<file path="src/rtl/unified_mem_ctrl_pkg.sv">
// Shared definitions for the unified instruction/data byte-memory controller:
// funct3 size codes, FSM encoding and the latched access payload.
package unified_mem_ctrl_pkg;

    localparam int unsigned ADDR_W_DEF = 12;

    localparam logic [2:0] F3_B  = 3'b000;
    localparam logic [2:0] F3_H  = 3'b001;
    localparam logic [2:0] F3_W  = 3'b010;
    localparam logic [2:0] F3_BU = 3'b100;
    localparam logic [2:0] F3_HU = 3'b101;

    typedef enum logic [1:0] {
        ST_IDLE   = 2'd0,
        ST_ACCESS = 2'd1,
        ST_RESP   = 2'd2
    } state_t;

    typedef struct packed {
        logic        we;
        logic [2:0]  size;
        logic [31:0] wdata;
    } access_t;

    // Index of the final byte of an access; unknown codes behave as a word.
    function automatic logic [1:0] last_byte_idx(input logic [2:0] size);
        case (size)
            F3_B, F3_BU: return 2'd0;
            F3_H, F3_HU: return 2'd1;
            default:     return 2'd3;
        endcase
    endfunction

endpackage

</file>
<file path="src/rtl/unified_mem_ctrl_load_ext.sv">
// Sign/zero extension of assembled little-endian load lanes by funct3 size.
module unified_mem_ctrl_load_ext
    import unified_mem_ctrl_pkg::*;
(
    input  logic [31:0] raw,
    input  logic [2:0]  size,
    output logic [31:0] ext
);

    always_comb begin
        ext = raw;
        case (size)
            F3_B:    ext = {{24{raw[7]}}, raw[7:0]};
            F3_H:    ext = {{16{raw[15]}}, raw[15:0]};
            F3_BU:   ext = {24'h000000, raw[7:0]};
            F3_HU:   ext = {16'h0000, raw[15:0]};
            default: ext = raw;
        endcase
    end

endmodule

</file>
<file path="src/rtl/unified_mem_ctrl.sv">
// Shares one byte-wide asynchronous-read memory between instruction fetch and
// load/store, round-robin arbitrated, one byte per cycle.
module unified_mem_ctrl
    import unified_mem_ctrl_pkg::*;
#(
    parameter int unsigned ADDR_W = ADDR_W_DEF
) (
    input  logic              clk,
    input  logic              rst,
    input  logic              if_req,
    input  logic [ADDR_W-1:0] if_addr,
    output logic              if_ready,
    output logic [31:0]       if_inst,
    input  logic              dm_req,
    input  logic              dm_we,
    input  logic [2:0]        dm_size,
    input  logic [ADDR_W-1:0] dm_addr,
    input  logic [31:0]       dm_wdata,
    output logic              dm_ready,
    output logic [31:0]       dm_rdata,
    output logic [ADDR_W-1:0] mem_addr,
    output logic              mem_we,
    output logic [7:0]        mem_wdata,
    input  logic [7:0]        mem_rdata,
    output logic              busy
);

    state_t            state_q, state_d;
    logic              grant, grant_data, contest;
    logic              last_data_q, sel_data_q;
    access_t           acc_q;
    logic [ADDR_W-1:0] base_q;
    logic [1:0]        cnt_q, last_idx_q;
    logic [31:0]       lanes_q, lanes_d, ext;
    logic              last_byte;

    assign last_byte = (cnt_q == last_idx_q);

    // Next state and grant; the round-robin bit only moves when both contend.
    always_comb begin
        state_d    = state_q;
        grant      = 1'b0;
        grant_data = 1'b0;
        contest    = 1'b0;
        case (state_q)
            ST_IDLE: begin
                if (if_req || dm_req) begin
                    grant      = 1'b1;
                    contest    = if_req && dm_req;
                    grant_data = contest ? !last_data_q : dm_req;
                    state_d    = ST_ACCESS;
                end
            end
            ST_ACCESS: begin
                if (last_byte) state_d = ST_RESP;
            end
            ST_RESP: state_d = ST_IDLE;
            default: state_d = ST_IDLE;
        endcase
    end

    // Current read byte merged into its lane so the final byte is usable at once.
    always_comb begin
        lanes_d = lanes_q;
        lanes_d[{cnt_q, 3'b000} +: 8] = mem_rdata;
    end

    unified_mem_ctrl_load_ext u_load_ext (
        .raw  (lanes_d),
        .size (acc_q.size),
        .ext  (ext)
    );

    always_ff @(posedge clk or posedge rst) begin
        if (rst) begin
            state_q     <= ST_IDLE;
            last_data_q <= 1'b1;
            sel_data_q  <= 1'b0;
            acc_q       <= '0;
            base_q      <= '0;
            cnt_q       <= '0;
            last_idx_q  <= '0;
            lanes_q     <= '0;
            if_inst     <= '0;
            dm_rdata    <= '0;
        end else begin
            state_q <= state_d;
            if (grant) begin
                sel_data_q  <= grant_data;
                if (contest) last_data_q <= grant_data;
                base_q      <= grant_data ? dm_addr : if_addr;
                acc_q.we    <= grant_data && dm_we;
                acc_q.size  <= grant_data ? dm_size : F3_W;
                acc_q.wdata <= grant_data ? dm_wdata : 32'h0;
                last_idx_q  <= grant_data ? last_byte_idx(dm_size) : 2'd3;
                cnt_q       <= '0;
                lanes_q     <= '0;
            end else if (state_q == ST_ACCESS) begin
                cnt_q <= cnt_q + 2'd1;
                if (!acc_q.we) lanes_q <= lanes_d;
                if (last_byte && !acc_q.we) begin
                    if (sel_data_q) dm_rdata <= ext;
                    else            if_inst  <= ext;
                end
            end
        end
    end

    // Memory-side and handshake outputs decode registered state only.
    assign busy      = (state_q != ST_IDLE);
    assign if_ready  = (state_q == ST_RESP) && !sel_data_q;
    assign dm_ready  = (state_q == ST_RESP) && sel_data_q;
    assign mem_addr  = (state_q == ST_ACCESS) ? base_q + ADDR_W'(cnt_q) : '0;
    assign mem_we    = (state_q == ST_ACCESS) && acc_q.we;
    assign mem_wdata = mem_we ? acc_q.wdata[{cnt_q, 3'b000} +: 8] : 8'h00;

endmodule

</file>
<file path="config.mk">
export PLATFORM = sky130hd
export DESIGN_NAME = unified_mem_ctrl
export DESIGN_NICKNAME = d
export VERILOG_FILES = /design/src/rtl/unified_mem_ctrl_pkg.sv /design/src/rtl/unified_mem_ctrl_load_ext.sv /design/src/rtl/unified_mem_ctrl.sv
export SDC_FILE = /design/constraint.sdc
export NUM_CORES = 1
export LEC_CHECK = 0
export BUFFER_PORTS_ARGS = -buffer_cell sky130_fd_sc_hd__buf_2
export CAP_MARGIN = 15
export CORE_MARGIN = 8
export CORE_UTILIZATION = 43
export DETAILED_ROUTE_END_ITERATION = 16
export GPL_ROUTABILITY_DRIVEN = 0
export GPL_TIMING_DRIVEN = 0
export MAX_ROUTING_LAYER = met4
export PLACE_DENSITY = 0.69
export SKIP_CTS_REPAIR_TIMING = 1
export SLEW_MARGIN = 20
export SYNTH_ARGS = -nofsm -noshare
export SYNTH_HDL_FRONTEND = slang
export SYNTH_SLANG_ARGS = --single-unit
</file>
<file path="constraint.sdc">
create_clock -name clk -period 12.4 [get_ports clk]
set_input_delay 2.48 -clock clk [delete_from_list [all_inputs] [get_ports clk]]
set_output_delay 2.48 -clock clk [all_outputs]
set_load 0.01 [all_outputs]
</file>
==> results of run 1 <==
worst reg2reg max path, stage by stage (launching register included):
cell	delay, ns
dfrtp_1	0.46
buf_2	0.31
inv_1	0.15
ha_1	0.44
nor4bb_1	0.11
o21bai_1	0.58
o22a_1	0.35
buf_2	0.28
a31oi_1	0.12
sequential cells by signal, summed over array words and instances, names as in the netlist:
signal,count
acc_q,36
base_q,12
cnt_q,2
dm_rdata,32
if_inst,32
lanes_q,32
last_data_q,1
last_idx_q,2
sel_data_q,1
state_q,2
cell type report:
cell class                 count  area [um^2]
timing repair buffer         153        788.3
fill                        1458         7267
inverter                      10        45.04
buffer                        54        259.0
antenna                        2        5.005
sequential                   152         3805
multi-input combinational    400         2781
tap                          216        270.3
clock inverter                 8        71.32
clock buffer                  23        478.0
synth_stat cells, types with 7 or more instances:
cell,instances,share of area
mux4_2,8,0.026
a21oi_1,36,0.026
and3_1,14,0.013
a31oi_1,45,0.041
nand3_1,10,0.0073
buf_1,14,0.0076
ha_1,7,0.013
a311oi_1,7,0.0089
buf_2,15,0.011
xor2_1,9,0.011
dfrtp_1,151,0.55
a32oi_1,13,0.017
a22o_1,65,0.083
nand2_1,31,0.017
nor2b_1,20,0.018
o21ai_0,8,0.0058
clkbuf_1,18,0.0098
inv_1,10,0.0055
nor2_1,73,0.040
mux2_2,16,0.026
per-layer routing:
metal	share of wire	track usage
met1	0.46	0.2597
met5	0	-
met2	0.45	0.3034
met3	0.073	0.05200
met4	0.010	0.05425
stage by stage:
stage / setup slack, ns / area [um^2]
floorplan: 5.829 / 6883
global placement: 4.156 / 7914
detailed placement: 8.039 / 7949
CTS: 7.560 / 8498
global route: 7.433 / 8501
finish: 7.589 / 8503
kinds of logic after synthesis:
| family | count (synthesis) |
|---|---|
| flops | 152 |
| fa+ha+maj | 8 |
| simple gates | 171 |
| mux | 25 |
| compound gates | 185 |
| xor+xnor | 11 |
| buf+inv | 64 |
power by group through the flow:
| stage | logic, mW | clock network (mW) | registers [mW] |
|---|---|---|---|
| finish | 1.06 | 0.485 | 0.839 |
| global route | 1.17 | 0.517 | 0.865 |
| CTS | 1.06 | 0.494 | 0.837 |
| detailed placement | 1.06 | 0 | 0.844 |
| global placement | 1.03 | 0 | 0.841 |
| floorplan | 0.662 | 0 | 0.866 |
how the worst max path moves through the flow:
stage | from | to | slack, ns | depth (start not counted)
floorplan | rst | acc_q[0]$_DFFE_PP0P_ | 5.83 | 1
global placement | rst | dm_rdata[21]$_DFFE_PP0P_ | 4.16 | 2
detailed placement | cnt_q[0]$_DFFE_PP0P_ | mem_wdata[4] | 8.04 | 5
CTS | cnt_q[0]$_DFFE_PP0P_ | mem_wdata[5] | 7.56 | 5
global route | cnt_q[0]$_DFFE_PP0P_ | mem_wdata[5] | 7.43 | 5
finish | cnt_q[0]$_DFFE_PP0P_ | mem_wdata[5] | 7.59 | 5
==> results by group, run 1 <==
Outcome
  – Run status: completed

Clock tree
  – Clock latency on the worst-skew pair: 0.42 ns
  – Bufs on Longest Clock Path: 2
  – Clock transition at path regs: 0.06 ns
  – CTS tree: done
  – CTS Buf Count: 17
  – Total clock sinks: 152
  – H-Tree Depth: 4
  – CTS Root Cell: clkbuf_16

Power
  – Pwr dens: 279.9 nW/um^2
  – Sw frac: 0.3985
  – Clk network pwr share: 0.204
  – Pwr Total: 2.380 mW
  – Share of power burned in registers: 0.353
  – Sw power: 0.9485 mW
  – Lkg Pwr: 3.997 nW
  – Int Power: 1.432 mW
  – Maximum VDD drop: 0.1457 mV
  – Combinational cell fraction of total power: 0.444

Synthesis
  – Compound-Gate Fraction of Synth Area: 0.1951
  – Post-synthesis simple-gate area fraction: 0.1256
  – Post-Syn Instances: 616
  – Largest family of logic cells by synthesized area: compound AO/OA/AOI/OAI gates
  – Mapped Area: 6883 um^2
  – Net count of the mapped netlist: 696
  – Yosys warnings: 0
  – Synth cell types: 47
  – Synthesized-area fraction occupied by adder cells: 0.01563
  – Post-synthesis xor/xnor area fraction: 0.01400
  – Seq/Total Area, Yosys: 0.5528
  – Post-synthesis mux area share: 0.05381
  – Post-synth EDFFs: 0
  – Most used flip-flop cell after synthesis: dfrtp_1
  – Ys async rst share: 1.000
  – Seq cells post-synth: 152
  – Syn_area_per_cell: 11.17 um^2

Final layout
  – Post-route insts no fill: 1018
  – Share of cells above drive strength 1: 0.2938
  – Total Nets Final: 868
  – Most common cell after layout, fill and taps aside: buf_2
  – Layout Utilization: 0.5392
  – Layout area overhead: 23.54%
  – Most frequent cells in the layout: buf_2 (167), dfrtp_1 (151), nor2_1 (73)

Timing
  – Period minus WS final: 4.811 ns
  – Final hold violation count: 0
  – Max-slew headroom: 0.4063
  – Unrepaired setup endpoints after global routing: no
  – Worst Max-Slew Pin Slew: 0.8832 ns
  – Setup violators final: 0
  – Max Clk Rate: 0.2078 GHz
  – Count of final max-slew check failures: 0
  – Total Neg Setup Slack: 0 ns
  – Final period util: 0.3880
  – Worst Skew: 0.009334 ns
  – Min Hold Slack: 0.4894 ns

Global routing
  – Global-route wire length before repair: 30.62 mm
  – Initial antenna violation count: 1
  – Global route overflow: 0
  – Pin count of the biggest net entering global routing: 81
  – GRT Util Overall: 0.1994
  – Vias in the first global route: 5745

Placement
  – Port Buffer Count: 152
  – Detailed placer's ending HPWL: 13.67 mm
  – DP Cell Count: 985

Critical path
  – Worst r2r path cells: 8
  – Critical Path Most Common Cell: buf_2
  – Critical Path Source Type: flop
  – RR Endpoint: dm_rdata[27]$_DFFE_PP0P_
  – Setup crit end kind: output pin
  – Crit path max fanout: 10
  – Critical Path RT: 9.92 ns
  – Slowest CP cell: mux4_2
  – Worst-path cell chain: buf_2 > buf_2 > mux4_2 > and3_1 > buf_2
  – Critical path arrival: 2.33 ns
  – Critical path class: reg2out
  – Reg-to-reg critical path startpoint: cnt_q[1]$_DFFE_PP0P_
  – Worst path top cell family by delay: buffers and inverters
  – Worst path bufs/invs: 3
  – R2r setup slk: 9.48 ns
  – Max stage delay on crit path: 0.55 ns

Route
  – Vias/cell: 5.461
  – Drc violations: 0
  – Vias: 5559
  – Routed len/inst: 18.84 um
  – First-iteration detailed-routing DRC count: 310
  – TritonRoute pass-1 iters: 4
  – Final wirelength: 19.18 mm
  – Routed Antenna Nets: 0

Floorplan
  – Die area: 20310 um^2
  – Core Area: 15770 um^2
  – Die Ht: 142.5 um
  – Die Wd: 142.5 um
  – Row count: 46
  – Starting density of the core: 0.4364
  – I/O pins: 160

Min path
  – Hold Crit Depth: 1
  – HP Start: lanes_q[12]$_DFFE_PP0P_
  – Hold EP: lanes_q[12]$_DFFE_PP0P_
  – HP Class: reg2reg

Run
  – Maxcap violations: 0
(Power assumes the default switching activity.)
==> inputs of run 2 (changes only) <==
clock period = 4.6 ns   (was 12.4 ns; I/O delays follow)
==> run 2 against run 1 <==
Compared with the run above: sequential power increased to 2.7 times the previous value; critical path type unchanged; non-clock buffer count up 4; first-iteration DRC count up 21%; clock skew fell by 0.0018 ns; highest routed layer unchanged; count of clock-buffer cells in the layout shrank 2; combinational power rose to 2.7 times the previous value; final area rose by 1.7%.
==> results by group, run 2 (synthesis results as in run 1) <==
Floorplan
  – Die Wd: 142.5 um (unchanged)
  – Core Area: 15770 um^2 (unchanged)
  – Die area: 20310 um^2 (unchanged)
  – Starting density of the core: 0.4364 (unchanged)
  – Row count: 46 (unchanged)
  – Die Ht: 142.5 um (unchanged)
  – I/O pins: 160 (unchanged)

Timing
  – Final hold violation count: 0 (unchanged)
  – Worst Max-Slew Pin Slew: 0.8261 ns (was 0.8832 ns)
  – Final period util: 0.7064
  – Count of final max-slew check failures: 0 (unchanged)
  – Max Clk Rate: 0.3078 GHz
  – Total Neg Setup Slack: 0 ns (unchanged)
  – Unrepaired setup endpoints after global routing: no (unchanged)
  – Post-route setup slack: 1.351 ns (was 7.589 ns)
  – Max-slew headroom: 0.4447 (was 0.4063)
  – Worst Skew: 0.007508 ns (was 0.009334 ns)
  – Setup violators final: 0 (unchanged)
  – Period minus WS final: 3.249 ns

Route
  – Routed len/inst: 18.67 um (was 18.84 um)
  – Met3 wire len: 1.263 mm (was 1.396 mm)
  – Final wirelength: 19.14 mm (was 19.18 mm)
  – Routed Antenna Nets: 0 (unchanged)
  – Drc violations: 0 (unchanged)
  – DR top layer: met4 (unchanged)
  – First-iteration detailed-routing DRC count: 376 (was 310)
  – TritonRoute pass-1 iters: 4 (unchanged)
  – Vias: 5631 (was 5559)
  – Metal-1 WL: 8.836 mm (was 8.861 mm)
  – Vias/cell: 5.494 (was 5.461)
  – Metal2 WL: 8.778 mm (was 8.718 mm)

Run
  – Maxcap violations: 0 (unchanged)

Final layout
  – Most frequent cells in the layout: buf_2 (167), dfrtp_1 (151), nor2_1 (73) (unchanged)
  – Post-route insts no fill: 1025 (was 1018)
  – Multi-input combinational cell area: 2781 um^2 (unchanged)
  – Most common cell after layout, fill and taps aside: buf_2 (unchanged)
  – Total Nets Final: 872 (was 868)
  – Share of cells above drive strength 1: 0.3006 (was 0.2938)
  – Max reg flops: 36 (unchanged)
  – Layout Utilization: 0.5486 (was 0.5392)
  – Most flop-heavy register: acc_q (unchanged)
  – Fill count: 1406 (was 1458)
  – Storage element area: 3805 um^2 (unchanged)
  – Layout area overhead: 25.69% (was 23.54%)

Placement
  – Detailed placer's ending HPWL: 14.04 mm (was 13.67 mm)
  – DP Cell Count: 989 (was 985)
  – Worst slack at placement: 1.644 ns (was 8.039 ns)
  – Port Buffer Count: 152 (unchanged)

Clock tree
  – Clock transition at path regs: 0.06 ns (about the same)
  – Total clock sinks: 152 (unchanged)
  – H-Tree Depth: 4 (unchanged)
  – CTS tree: done (unchanged)
  – Bufs on Longest Clock Path: 2 (unchanged)
  – Clock latency on the worst-skew pair: 0.42 ns (about the same)
  – CTS Buf Count: 17 (unchanged)
  – CTS Root Cell: clkbuf_16 (unchanged)

Critical path
  – Critical path arrival: 2.33 ns (about the same)
  – Crit path max fanout: 10 (unchanged)
  – Worst path bufs/invs: 3 (unchanged)
  – Worst-path cell chain: buf_2 > buf_2 > mux4_2 > and3_1 > buf_2 (unchanged)
  – Worst path top cell family by delay: buffers and inverters (unchanged)
  – Worst r2r path cells: 8 (unchanged)
  – Critical Path Source Type: flop (unchanged)
  – Critical Path RT: 3.68 ns (was 9.92 ns)
  – Slowest CP cell: mux4_2 (unchanged)
  – Setup crit end kind: output pin (unchanged)
  – Critical Path Most Common Cell: buf_2 (unchanged)
  – Max stage delay on crit path: 0.54 ns (was 0.55 ns)
  – R2r setup slk: 1.66 ns (was 9.48 ns)
  – Critical path class: reg2out (unchanged)
  – RR Endpoint: if_inst[27]$_DFFE_PP0P_ (was dm_rdata[27]$_DFFE_PP0P_)
  – Reg-to-reg critical path startpoint: cnt_q[1]$_DFFE_PP0P_ (unchanged)

Power
  – Maximum VDD drop: 0.3722 mV (was 0.1457 mV)
  – Pwr dens: 757.3 nW/um^2 (was 279.9 nW/um^2)
  – Pwr Total: 6.551 mW (was 2.380 mW)
  – Lkg Pwr: 4.051 nW (was 3.997 nW)

Global routing
  – GRT Util Overall: 0.2000 (was 0.1994)
  – Global-route wire length before repair: 30.83 mm (was 30.62 mm)
  – Global route overflow: 0 (unchanged)
  – Initial antenna violation count: 4 (was 1)
  – Vias in the first global route: 5763 (was 5745)
  – Pin count of the biggest net entering global routing: 35 (was 81)

Min path
  – HP Start: lanes_q[11]$_DFFE_PP0P_ (was lanes_q[12]$_DFFE_PP0P_)
  – HP Class: reg2reg (unchanged)
  – Hold EP: lanes_q[11]$_DFFE_PP0P_ (was lanes_q[12]$_DFFE_PP0P_)
  – Hold Crit Depth: 1 (unchanged)

Outcome
  – Run status: completed (unchanged)
## run 2: changes by cell type in the layout (fill, tap and decap cells not counted)
| cell | change |
|---|---|
| buf_12 | +4 |
| clkinvlp_4 | +3 |
| bufinv_16 | +2 |
| clkbuf_1 | -2 |
| clkinv_2 | -2 |
| diode_2 | +2 |
| clkinv_4 | +1 |
| inv_8 | -1 |
## run 2: layer usage
| layer | up-vias | global-route usage |
|---|---|---|
| met5 | - | - |
| met2 | 221 | 0.3069 |
| li1 | 2634 | - |
| met1 | 2754 | 0.2594 |
| met3 | 22 | 0.04998 |
| met4 | 0 | 0.05481 |
## run 2: where the power goes
part	switching [mW]	internal, mW	total, mW
logic	1.68	1.17	2.85
registers	0.351	1.91	2.26
clock network	0.543	0.896	1.44
total	2.57	3.98	6.55
## run 2: area by class of cell
class / count / share of cell area
Antenna cell: 4 / 0.001157
Buffer: 54 / 0.02994
Clock buffer: 21 / 0.05438
Clock inverter: 11 / 0.01678
Inverter: 10 / 0.004773
Multi-Input combinational cell: 400 / 0.3215
Sequential cell: 152 / 0.4398
Tap cell: 216 / 0.03124
Timing Repair Buffer: 157 / 0.1004
## run 2: how the worst max path moves through the flow
| stage | from | to | cells after the start |
|---|---|---|---|
| final | cnt_q[0]$_DFFE_PP0P_ | mem_wdata[7] | 5 |
| after CTS | cnt_q[0]$_DFFE_PP0P_ | mem_wdata[7] | 5 |
| after global routing | cnt_q[0]$_DFFE_PP0P_ | mem_wdata[7] | 5 |
| after floorplan | rst | acc_q[0]$_DFFE_PP0P_ | 1 |
| after detailed placement | cnt_q[1]$_DFFE_PP0P_ | if_inst[27]$_DFFE_PP0P_ | 8 |
| after global placement | rst | dm_rdata[20]$_DFFE_PP0P_ | 2 |
## run 2: metrics by stage
step,area [um^2],hold slack (ns)
2_1_floorplan,6887,0.4584
3_3_place_gp,7918,0.4752
3_5_place_dp,8025,0.4748
4_1_cts,8641,0.4962
5_1_grt,8651,0.5007
6_report,8651,0.4927
